File: src/rtl/barrel_pkg.sv
// Shared definitions for the barrel shifter / normalizer family:
// shift-mode encoding and the normalizer FSM state encoding.
package barrel_pkg;

    localparam logic [1:0] MODE_SLL = 2'b00;
    localparam logic [1:0] MODE_SRL = 2'b01;
    localparam logic [1:0] MODE_ROL = 2'b10;
    localparam logic [1:0] MODE_ROR = 2'b11;

    typedef enum logic [1:0] {
        ST_IDLE = 2'b00,
        ST_STEP = 2'b01,
        ST_DONE = 2'b10
    } norm_state_t;

endpackage

File: src/rtl/barrel_normalizer_norm_step.sv
// Single-position shift/rotate selected by mode, plus a flag telling whether
// the current word already meets the termination condition for that mode.
module norm_step
    import barrel_pkg::*;
#(
    parameter int N = 4
) (
    input  logic [N-1:0] word_i,
    input  logic [1:0]   mode_i,
    output logic [N-1:0] next_o,
    output logic         done_o
);

    always_comb begin
        next_o = word_i;
        case (mode_i)
            MODE_SLL: next_o = {word_i[N-2:0], 1'b0};
            MODE_SRL: next_o = {1'b0, word_i[N-1:1]};
            MODE_ROL: next_o = {word_i[N-2:0], word_i[N-1]};
            MODE_ROR: next_o = {word_i[0], word_i[N-1:1]};
            default:  next_o = word_i;
        endcase
    end

    // Right-moving modes (odd encodings) stop on the LSB, left-moving on the MSB.
    assign done_o = mode_i[0] ? word_i[0] : word_i[N-1];

endmodule

File: src/rtl/barrel_normalizer.sv
// Multi-cycle normalizer: shifts/rotates one position per cycle until the word
// is normalized, then presents the word and step count behind valid/ready.
module barrel_normalizer
    import barrel_pkg::*;
#(
    parameter int N = 4,
    localparam int SW = $clog2(N)
) (
    input  logic          clk,
    input  logic          rst,
    input  logic          in_valid,
    output logic          in_ready,
    input  logic [N-1:0]  data,
    input  logic [1:0]    mode,
    output logic          out_valid,
    input  logic          out_ready,
    output logic [N-1:0]  out,
    output logic [SW-1:0] shift,
    output logic          zero
);

    norm_state_t   state_q;
    logic [N-1:0]  word_q;
    logic [1:0]    mode_q;
    logic [SW-1:0] count_q;
    logic          zeroFlag_q;
    logic          inReady_q;
    logic          outValid_q;

    logic [N-1:0]  shiftedWord_d;
    logic          stepDone;

    norm_step #(.N(N)) u_step (
        .word_i (word_q),
        .mode_i (mode_q),
        .next_o (shiftedWord_d),
        .done_o (stepDone)
    );

    // A non-zero word needs at most N-1 steps, so count_q never wraps.
    always_ff @(posedge clk) begin
        if (rst) begin
            state_q    <= ST_IDLE;
            word_q     <= '0;
            mode_q     <= MODE_SLL;
            count_q    <= '0;
            zeroFlag_q <= 1'b0;
            inReady_q  <= 1'b1;
            outValid_q <= 1'b0;
        end else begin
            case (state_q)
                ST_IDLE: begin
                    if (in_valid) begin
                        word_q     <= data;
                        mode_q     <= mode;
                        count_q    <= '0;
                        zeroFlag_q <= 1'b0;
                        inReady_q  <= 1'b0;
                        state_q    <= ST_STEP;
                    end
                end
                ST_STEP: begin
                    if (word_q == '0) begin
                        zeroFlag_q <= 1'b1;
                        outValid_q <= 1'b1;
                        state_q    <= ST_DONE;
                    end else if (stepDone) begin
                        outValid_q <= 1'b1;
                        state_q    <= ST_DONE;
                    end else begin
                        word_q  <= shiftedWord_d;
                        count_q <= count_q + SW'(1);
                    end
                end
                ST_DONE: begin
                    if (out_ready) begin
                        outValid_q <= 1'b0;
                        inReady_q  <= 1'b1;
                        state_q    <= ST_IDLE;
                    end
                end
                default: begin
                    outValid_q <= 1'b0;
                    inReady_q  <= 1'b1;
                    state_q    <= ST_IDLE;
                end
            endcase
        end
    end

    assign in_ready  = inReady_q;
    assign out_valid = outValid_q;
    assign out       = word_q;
    assign shift     = count_q;
    assign zero      = zeroFlag_q;

endmodule

File: config.mk
export PLATFORM = sky130hd
export DESIGN_NAME = barrel_normalizer
export DESIGN_NICKNAME = d
export VERILOG_FILES = /design/src/rtl/barrel_pkg.sv /design/src/rtl/barrel_normalizer_norm_step.sv /design/src/rtl/barrel_normalizer.sv
export SDC_FILE = /design/constraint.sdc
export NUM_CORES = 1
export LEC_CHECK = 0
export ABC_AREA = 1
export CORE_AREA = 2 2 42 44
export CTS_CLUSTER_DIAMETER = 120
export DETAILED_ROUTE_END_ITERATION = 8
export DIE_AREA = 0 0 44 46
export PLACE_DENSITY_LB_ADDON = 0.08
export REMOVE_ABC_BUFFERS = 1
export SLEW_MARGIN = 20
export SYNTH_ARGS = -nofsm -noshare
export SYNTH_HDL_FRONTEND = slang
export SYNTH_SLANG_ARGS = --single-unit
File: constraint.sdc
create_clock -name clk -period 1.9 [get_ports clk]
set_input_delay 0.38 -clock clk [delete_from_list [all_inputs] [get_ports clk]]
set_output_delay 0.38 -clock clk [all_outputs]
set_load 0.05 [all_outputs]
==> flow_metrics.tcl <==
set metrics [dict create \
    r2r-end "shift[1]$_SDFFE_PP0P_" \
    drt_drc_violations_left 0 \
    synthesis.instances 91 \
    max_freq_mhz 563.3 \
    cp.arrival_ns 1.40 \
    instances_no_fill 130 \
    critPathMaxStageDelay_ns 0.80 \
    crit_family "buffers and inverters" \
    run_status "completed" \
    avgRoutedWirePerCell_um 11.15 \
    first_iter_violations 13 \
    cp_num_buf_inv 1 \
    grt_max_degree 9 \
    dieWidth_um 44 \
    clk_pin_slew_ns 0.08 \
    power_leakage_nw 0.3813 \
    critPathCaptureType "output port" \
    cts-root-buf "clkbuf_4" \
    wl_met3_um 63 \
    reg2reg_slack_ns 0.71 \
    final-setup-viol-count 0 \
    crit_fanout 2 \
    hold_class "reg2reg" \
    ant_nets 0 \
    multi_input_comb_area_um2 346.6 \
    async_reset_ff_share_pct 0 \
    synth_top_flop_cell "dfxtp_1" \
    min_period_over_period_pct 93.43 \
    seq_area_frac_synth_pct 40.00 \
    place_inst 126 \
    htree_num_levels 1 \
    routed.top_layer "met3" \
    cp_data_required_time_ns 1.52 \
    fin_setup_tns_ns 0 \
    cts_buffers 3 \
    relSlewSlack_pct 67.15 \
    avgViaCountPerCell 4.938 \
    routed_wl_um 1449 \
    path_cells "clkdlybuf4s50_1" \
    ys_ff_latch 13 \
    worst_slew_pin_slew_ns 0.4913 \
    syn_to_final_growth_pct 33.27 \
    grt_usage_pct 15.98 \
    cts_tree "built" \
    cts.sinks 13 \
    io_pins 19 \
    final_core_util_pct 53.72 \
    dp_hpwl_um 1141 \
    min_from "out_valid$_SDFFE_PP0P_" \
    port-buffer-count 18 \
    grt_setup_unrepaired "no" \
    wl_met1_um 675 \
    num_rows 15 \
    ys_warn_count 0 \
    layout_min_cycle_time_ns 1.775 \
    antenna_found_initial 0 \
    irDropWorstVdd_v 0.0005547 \
    fill_cells 159 \
    synth.distinct_cells 20 \
    postCtsSetupBuffers 0 \
    overflow 0 \
    crit_slowest_cell "clkdlybuf4s50_1" \
    slew_viol_final 0 \
    clk_latency_ns 0.26 \
    initial_core_util_pct 40.31 \
    min_path_cells 2 \
    core-area_um2 1614 \
    synth_area_per_cell_um2 7.150 \
    ff_latch_area_um2 260.3 \
    drive_gt1_share_pct 21.24 \
    die_area_um2 2024 \
    die_y_um 46 \
    antenna_cells 0 \
    vias 642 \
    power_density_nw_per_um2 1164 \
    path_class "reg2out" \
    first_pass_iters 4 \
    reg2regPathDepth 8 \
    r2r_start "state_q[1]$_SDFFE_PP0P_" \
    grt_pass1_vias 583 \
    grt_pass1_wl_um 2408 \
    hold_viol 0 \
    min_to "out_valid$_SDFFE_PP0P_" \
    crit_path_start_kind "flop" \
    fin_skew_ns 0.005754 \
    cts_resized 0 \
    synth_area_um2 650.6 \
    nNetsFinal 124 \
    cts_max_path_buffers 2 \
    maxCapViolations 0 \
    cts_hold_buf 0 \
    place.gp.congestion 0.8267 \
    dr_wl_met2_um 710 \
    synth_edf_count 0 \
]
metrics by stage:
step	instance area (µm²)	power [mW]	hold WS, ns	worst slack [ns]
finish	867.1	1.009	0.4586	0.1249
global route	867.1	1.085	0.4816	0.06166
CTS	867.1	1.022	0.4650	0.1114
detailed placement	840.8	0.8542	0.4543	0.4089
global placement	840.8	0.8515	0.4510	0.4076
floorplan	646.9	0.7182	0.4386	0.5137
registers in the layout (all words and copies together), names as in the netlist:
| name | flops |
|---|---|
| in_ready | 1 |
| mode_q | 2 |
| out | 4 |
| out_valid | 1 |
| shift | 2 |
| state_q | 2 |
| zero | 1 |
synth_stat cells, types with 2 or more instances:
master | count | area share (%)
nand2_2 | 3 | 2.9
nand2_4 | 2 | 3.5
nand3_1 | 3 | 2.3
o21ai_1 | 2 | 1.5
nand2_1 | 17 | 9.8
dfxtp_1 | 13 | 40
nand3_2 | 2 | 3.1
inv_1 | 8 | 4.6
nor2_1 | 16 | 9.2
o21ai_0 | 7 | 5.4
a21oi_1 | 8 | 6.2
a21oi_2 | 2 | 2.7
how the worst max path moves through the flow:
stage | startpoint | cells after the start | endpoint
6_report | in_ready$_SDFFE_PP1P_ | 1 | in_ready
5_1_grt | zero$_SDFFE_PP0P_ | 1 | zero
4_1_cts | in_ready$_SDFFE_PP1P_ | 1 | in_ready
3_5_place_dp | in_valid | 6 | out[1]$_SDFFE_PP0P_
3_3_place_gp | zero$_SDFFE_PP0P_ | 1 | zero
2_1_floorplan | out[3]$_SDFFE_PP0P_ | 8 | out[3]$_SDFFE_PP0P_
report_power, final:
part / internal, mW / switching (mW) / total [mW]
logic: 0.157 / 0.315 / 0.472
registers: 0.324 / 0.0508 / 0.375
clock network: 0.0811 / 0.0816 / 0.163
routing by layer:
| layer | GRT usage, % | vias up |
|---|---|---|
| met5 | 0 | - |
| met2 | 25.88 | 14 |
| met1 | 21.63 | 289 |
| met3 | 4.762 | 0 |
| met4 | 1.818 | 0 |
| li1 | - | 339 |
final cells by class:
class / instances / area share, %
clock buffers: 4 / 3.030
inverters: 10 / 4.618
multi-input cells: 67 / 39.97
flip-flops and latches: 13 / 30.01
well taps: 17 / 2.453
repair buffers: 19 / 19.91
kinds of logic after synthesis:
group / Yosys count / synth area share [%]
flops: 13 / 40.00
simple gates: 47 / 36.35
buf+inv: 11 / 6.730
compound gates: 20 / 16.92
placed cells by master (no fill, tap or decap):
cell type,synthesis,layout
a21oi_1,8,8
a21oi_2,2,2
buf_4,0,7
clkbuf_1,1,1
clkbuf_4,0,3
clkdlybuf4s50_1,0,12
dfxtp_1,13,13
inv_1,8,8
inv_2,1,1
inv_4,1,1
nand2_1,17,17
nand2_2,3,3
nand2_4,2,2
nand3_1,3,3
nand3_2,2,2
nand3_4,1,1
nand4_1,1,1
nor2_1,16,16
nor2_2,1,1
o211ai_1,1,1
o21ai_0,7,7
o21ai_1,2,2
or2_2,1,1
No activity file was read; power rests on OpenSTA's default activity.
